## src/rtl/acumulador_mascara.sv

```systemverilog
`default_nettype none
// ============================================================================
// Module   : acumulador_mascara
// Brief    : Multiply-accumulate over one NxN mask window. Unsigned pixels are
//            multiplied by signed coefficients and summed. The sum is then
//            arithmetically right-shifted, clamped to the pixel range and
//            delivered with a one-cycle valid pulse.
// Revision : 1.0 - initial release
// ============================================================================
module acumulador_mascara #(
    parameter int BITS_PIXEL          = 8,
    parameter int BITS_COEFICIENTE    = 8,
    parameter int BITS_MASCARA        = 4,
    parameter int BITS_INDICE_MASCARA = 10,
    parameter int BITS_DESPLAZAMIENTO = 4
) (
    input  logic                           clk,
    input  logic                           reset,
    input  logic                           inicio,
    input  logic [BITS_MASCARA-1:0]        tamano_mascara,
    input  logic [BITS_DESPLAZAMIENTO-1:0] desplazamiento,
    input  logic                           dato_valido,
    input  logic [BITS_PIXEL-1:0]          pixel,
    input  logic [BITS_COEFICIENTE-1:0]    coeficiente,
    output logic [BITS_INDICE_MASCARA-1:0] indice_mascara,
    output logic                           ocupado,
    output logic [BITS_PIXEL-1:0]          resultado,
    output logic                           resultado_valido,
    output logic                           error_tamano
);

    // Accumulator width covers (2^BITS_MASCARA-1)^2 full-scale products.
    localparam int c_BITS_PROD  = BITS_PIXEL + BITS_COEFICIENTE + 1;
    localparam int c_BITS_ACC   = c_BITS_PROD + 2 * BITS_MASCARA;
    localparam int c_BITS_TOTAL = 2 * BITS_MASCARA;

    localparam logic [1:0] c_REPOSO    = 2'd0;
    localparam logic [1:0] c_ACUMULA   = 2'd1;
    localparam logic [1:0] c_NORMALIZA = 2'd2;
    localparam logic [1:0] c_ENTREGA   = 2'd3;

    localparam logic [BITS_INDICE_MASCARA-1:0] c_UNO_INDICE = BITS_INDICE_MASCARA'(1);
    localparam logic [c_BITS_TOTAL-1:0]        c_UNO_TOTAL  = c_BITS_TOTAL'(1);

    logic [1:0]                           r_estado;
    logic [1:0]                           w_estado_sig;
    logic [BITS_MASCARA-1:0]              r_tamano;
    logic [BITS_DESPLAZAMIENTO-1:0]       r_desplazamiento;
    logic signed [c_BITS_ACC-1:0]         r_acc;
    logic [BITS_INDICE_MASCARA-1:0]       r_indice;
    logic [BITS_PIXEL-1:0]                r_resultado;
    logic                                 r_resultado_valido;
    logic                                 r_error_tamano;
    logic                                 r_ocupado;

    logic                                 w_inicio_ok;
    logic                                 w_inicio_err;
    logic                                 w_muestra;
    logic                                 w_ultima;
    logic [c_BITS_TOTAL-1:0]              w_total;
    logic [c_BITS_TOTAL-1:0]              w_ultimo_ancho;
    logic [BITS_INDICE_MASCARA-1:0]       w_ultimo_indice;
    logic [c_BITS_PROD-1:0]               w_pixel_ext;
    logic [c_BITS_PROD-1:0]               w_coef_ext;
    logic [c_BITS_PROD-1:0]               w_producto;
    logic signed [c_BITS_ACC-1:0]         w_producto_acc;
    logic signed [c_BITS_ACC-1:0]         w_desplazado;
    logic [BITS_PIXEL-1:0]                w_normalizado;

    // Start is only honoured while idle; a zero-size mask is rejected.
    assign w_inicio_ok  = (r_estado == c_REPOSO) && inicio && (tamano_mascara != '0);
    assign w_inicio_err = (r_estado == c_REPOSO) && inicio && (tamano_mascara == '0);
    assign w_muestra    = (r_estado == c_ACUMULA) && dato_valido;

    // Index of the last element is N*N-1 from the latched side length.
    assign w_total         = {{BITS_MASCARA{1'b0}}, r_tamano} * {{BITS_MASCARA{1'b0}}, r_tamano};
    assign w_ultimo_ancho  = w_total - c_UNO_TOTAL;
    assign w_ultimo_indice = BITS_INDICE_MASCARA'(w_ultimo_ancho);
    assign w_ultima        = w_muestra && (r_indice == w_ultimo_indice);

    // The product magnitude always fits c_BITS_PROD signed bits, so a
    // same-width multiply of zero/sign-extended operands is exact.
    assign w_pixel_ext    = {{(BITS_COEFICIENTE + 1){1'b0}}, pixel};
    assign w_coef_ext     = {{(BITS_PIXEL + 1){coeficiente[BITS_COEFICIENTE-1]}}, coeficiente};
    assign w_producto     = w_pixel_ext * w_coef_ext;
    assign w_producto_acc = {{(2 * BITS_MASCARA){w_producto[c_BITS_PROD-1]}}, w_producto};

    assign w_desplazado = r_acc >>> r_desplazamiento;

    // Clamp the shifted sum into the unsigned pixel range.
    always_comb begin
        w_normalizado = '0;
        if (w_desplazado[c_BITS_ACC-1]) begin
            w_normalizado = '0;
        end else if (|w_desplazado[c_BITS_ACC-2:BITS_PIXEL]) begin
            w_normalizado = '1;
        end else begin
            w_normalizado = w_desplazado[BITS_PIXEL-1:0];
        end
    end

    // Next-state logic for the window sequencer.
    always_comb begin
        w_estado_sig = r_estado;
        case (r_estado)
            c_REPOSO:    if (w_inicio_ok) w_estado_sig = c_ACUMULA;
            c_ACUMULA:   if (w_ultima)    w_estado_sig = c_NORMALIZA;
            c_NORMALIZA: w_estado_sig = c_ENTREGA;
            c_ENTREGA:   w_estado_sig = c_REPOSO;
            default:     w_estado_sig = c_REPOSO;
        endcase
    end

    // State register.
    always_ff @(posedge clk) begin
        if (reset) begin
            r_estado <= c_REPOSO;
        end else begin
            r_estado <= w_estado_sig;
        end
    end

    // Datapath: window setup, accumulation, normalisation and flag pulses.
    always_ff @(posedge clk) begin
        if (reset) begin
            r_tamano           <= '0;
            r_desplazamiento   <= '0;
            r_acc              <= '0;
            r_indice           <= '0;
            r_resultado        <= '0;
            r_resultado_valido <= 1'b0;
            r_error_tamano     <= 1'b0;
            r_ocupado          <= 1'b0;
        end else begin
            if (w_inicio_ok) begin
                r_tamano         <= tamano_mascara;
                r_desplazamiento <= desplazamiento;
                r_acc            <= '0;
                r_indice         <= '0;
            end
            if (w_muestra) begin
                r_acc    <= r_acc + w_producto_acc;
                r_indice <= w_ultima ? '0 : r_indice + c_UNO_INDICE;
            end
            if (r_estado == c_NORMALIZA) begin
                r_resultado <= w_normalizado;
            end
            // The valid pulse is registered out of ENTREGA, so busy is
            // stretched one cycle past ENTREGA to cover the pulse.
            r_resultado_valido <= (r_estado == c_ENTREGA);
            r_error_tamano     <= w_inicio_err;
            r_ocupado          <= (w_estado_sig != c_REPOSO) || (r_estado == c_ENTREGA);
        end
    end

    assign indice_mascara   = r_indice;
    assign ocupado          = r_ocupado;
    assign resultado        = r_resultado;
    assign resultado_valido = r_resultado_valido;
    assign error_tamano     = r_error_tamano;

endmodule
`default_nettype wire

```

## config.mk

```make
export PLATFORM = sky130hd
export DESIGN_NAME = acumulador_mascara
export DESIGN_NICKNAME = d
export VERILOG_FILES = /design/src/rtl/acumulador_mascara.sv
export SDC_FILE = /design/constraint.sdc
export NUM_CORES = 1
export LEC_CHECK = 0
export BUFFER_PORTS_ARGS = -buffer_cell sky130_fd_sc_hd__buf_2
export CAP_MARGIN = 5
export CORE_ASPECT_RATIO = 0.9
export CORE_MARGIN = 5
export CORE_UTILIZATION = 62
export DETAILED_ROUTE_END_ITERATION = 12
export PLACE_DENSITY = 0.79
export SLEW_MARGIN = 20
export SYNTH_ARGS = -nofsm -noshare
export SYNTH_HDL_FRONTEND = slang
export SYNTH_SLANG_ARGS = --single-unit
```

## constraint.sdc

```tcl
create_clock -name clk -period 7.5 [get_ports clk]
set_input_delay 1.5 -clock clk [delete_from_list [all_inputs] [get_ports clk]]
set_output_delay 1.5 -clock clk [all_outputs]
set_load 0.05 [all_outputs]
```

==> metrics.cfg <==
[synth]
syn_area_sq_um=6570
postSynthCellCount=765
ys_ff_latch=56
avgSynthCellArea_sq_um=8.588
syn_nets=934
async_reset_ff_share_pct=0
synth_edf_count=0
yosysSeqAreaShare_pct=17.06
synth.distinct_cells=66
ys_top_cells_by_area=dfxtp_1, ha_1, fa_1
synth_largest_area_cell=dfxtp_1
synthFlopType=dfxtp_1
synth_top_area_share_pct=17.06
yosys_warnings=0

[placement]
place_area_sq_um=6853
hpwlAfterDp_microns=11810
dpl_worst_slack_ns=0.7088
place_inst=918
gp_congestion=0.9119
port_buffers=48

[pwr]
leakage_uw=0.003356
ir_drop_mv=0.2117
powerDensity_nw_per_um2=235.3

[setup_path]
cp_data_arrival_time_ns=6.73
slowest_stage=fa_1
timing.rr.end=r_acc[24]
cp-end-kind=flip-flop
rrSetupSlack_ns=2.23
critPathBufInv=3
crit_type=primary input to flip-flop
reg2reg_depth=18
cp_cell_sequence=buf_2 > inv_1 > fa_1 > inv_1 > fa_1 > fa_1 > fa_1 > fa_1 > ha_1 > o21ai_1 > a211oi_2 > o31a_1 > a31o_1 > or4_1 > a31oi_1 > xnor2_1 > o21ai_1
cp_slowest_stage_delay_ns=0.59
cp-start-kind=primary input
r2r-start=r_acc[6]
cp.required_ns=7.67
cp_max_fo=13
critPathTopFamily=adder cells
cpMostUsedCell=fa_1

[floorplan]
core_sq_um=10290
die_h_microns=107.7
ios=49
start_util_pct=63.84
row_count=35
die-area_sq_um=12760
die_w_microns=118.5

[timing]
final.period_utilization_pct=87.46
skew_ns=0.005210
fin_crit_ns=6.559
tns_ns=0
fmax_mhz=152.5
setup_viol=0
hold_violations=0
slew_violations=0
rsz0062_at_grt=false
slew_headroom_pct=43.32
worstMarginPinSlew_ns=0.8491
worst_slack_ns=0.9408

[detailed_routing]
drc=0
wl_per_cell_microns=15.70
dr_total_vias=5478
antenna_left=0
drt_iter0_markers=432
routed_wl_microns=14500
via_per_inst=5.929
drt_pass1_iterations=5

[min_path]
hold_start=r_acc[1]
hold_path.class=flip-flop to flip-flop
holdPathStages=2
min_to=r_acc[1]

[final_layout]
drive_gt1_share_pct=10.06
postLayoutCoreUtil_pct=68.11
final_cell_mix=ha_1, nand2_1, inv_1
nets=965
design_area_sq_um=7009
layout_commonest_cell=ha_1
diodes=0
layout.cells.non_filler=924
area_delta_synth_final_pct=6.684

[clock_network]
clockRootBuffer=clkbuf_16
htree_levels=2
cts_sinks=56
cts_tree=done
clk_latency_ns=0.29
cts_buffers=5
post_cts_resized=0
cts_setup_buffers=0
clock_path_buffers=2
clkTransAtPathRegs_ns=0.07
hold_buffers=0

[grt]
antenna_found_initial=0
grt_first_pass_wirelength_microns=25430
grt-ovfl-total=0
track_usage_pct=23.51
grt_max_degree=34
grt_pass1_vias=5419

[run]
drv_cap=0

[run_status]
status=completed

==> where the power goes <==
part           switching (uW)  internal [uW]  total, uW
registers                42.0            319        361
clock network             101            154        255
logic                     574            460       1030
==> worst max-delay path by stage <==
stage / to / from / slack, ns / depth (start not counted)
finish: r_acc[24] / coeficiente[7] / 0.94 / 17
global route: r_acc[24] / coeficiente[7] / 0.70 / 17
CTS: r_acc[24] / coeficiente[7] / 0.93 / 17
detailed placement: r_acc[24] / coeficiente[7] / 0.71 / 17
global placement: r_acc[24] / coeficiente[7] / 0.82 / 17
floorplan: r_acc[24] / coeficiente[1] / 1.23 / 17
==> state kept, by name, indices dropped and copies added, names as in the netlist <==
| name | count |
|---|---|
| r_estado | 2 |
| resultado | 8 |
| indice_mascara | 10 |
| r_acc | 25 |
| r_tamano | 4 |
| error_tamano | 1 |
| r_desplazamiento | 4 |
| ocupado | 1 |
| resultado_valido | 1 |
==> per-stage QoR <==
stage	total power [uW]	hold slack, ns
global placement	1345	0.4577
global route	1823	0.4884
floorplan	1176	0.4479
CTS	1652	0.4808
finish	1649	0.4843
detailed placement	1386	0.4686
==> layer usage <==
layer	global-route usage (%)	wire, microns
met1	33.83	6839
met4	5.101	165
met3	2.733	652
met2	38.27	6847
met5	0	0
==> cell families (layout without fill, tap and decap cells) <==
family	after synthesis	count (layout)	synth area share (%)
compound gates	155	155	15.29
flops	56	56	17.06
mux	29	29	6.227
fa+ha+maj	142	142	32.95
simple gates	244	244	17.63
xor+xnor	30	30	3.999
buf+inv	109	139	6.837
==> synthesized netlist by cell type (all sizes together) (3+ instances only) <==
master and count:
mux2 6, nor3 11, a21o 8, and2 30, nor2 55, mux2i 15
or3 3, xnor2 20, o31ai 3, o21ai 43, buf 7, inv 82
o21a 3, ha 89, o21bai 3, a211oi 12, fa 52, nand3 17
a21oi 44, mux4 8, or4 3, a31oi 4, nand4 3, clkbuf 19
nor2b 8, dfxtp 56, a221o 9, and3 7, nand2 85, nand2b 12
a211o 3, nor3b 3, a22oi 7, xor2 10, o211ai 3
==> final cells by class <==
cell class / count / area, sq um
sequential: 56 / 1122
fill: 865 / 3282
multi-input combinational: 600 / 5000
inverter: 82 / 307.8
clock buffer: 5 / 125.1
timing repair buffer: 51 / 262.8
tap: 129 / 161.4
clock inverter: 1 / 30.03
==> worst reg2reg max path: cells and delay by family, from the launching register on <==
| family | cells | cell delay, ns |
|---|---|---|
| buffers and inverters | 4 | 0.26 |
| adder cells (fa/ha/maj) | 6 | 2.78 |
| XOR/XNOR | 1 | 0.16 |
| AO/OA/AOI/OAI | 6 | 1.17 |
| AND/OR/NAND/NOR | 1 | 0.39 |
| flip-flops | 1 | 0.42 |
No activity file was read; power rests on OpenSTA's default activity.
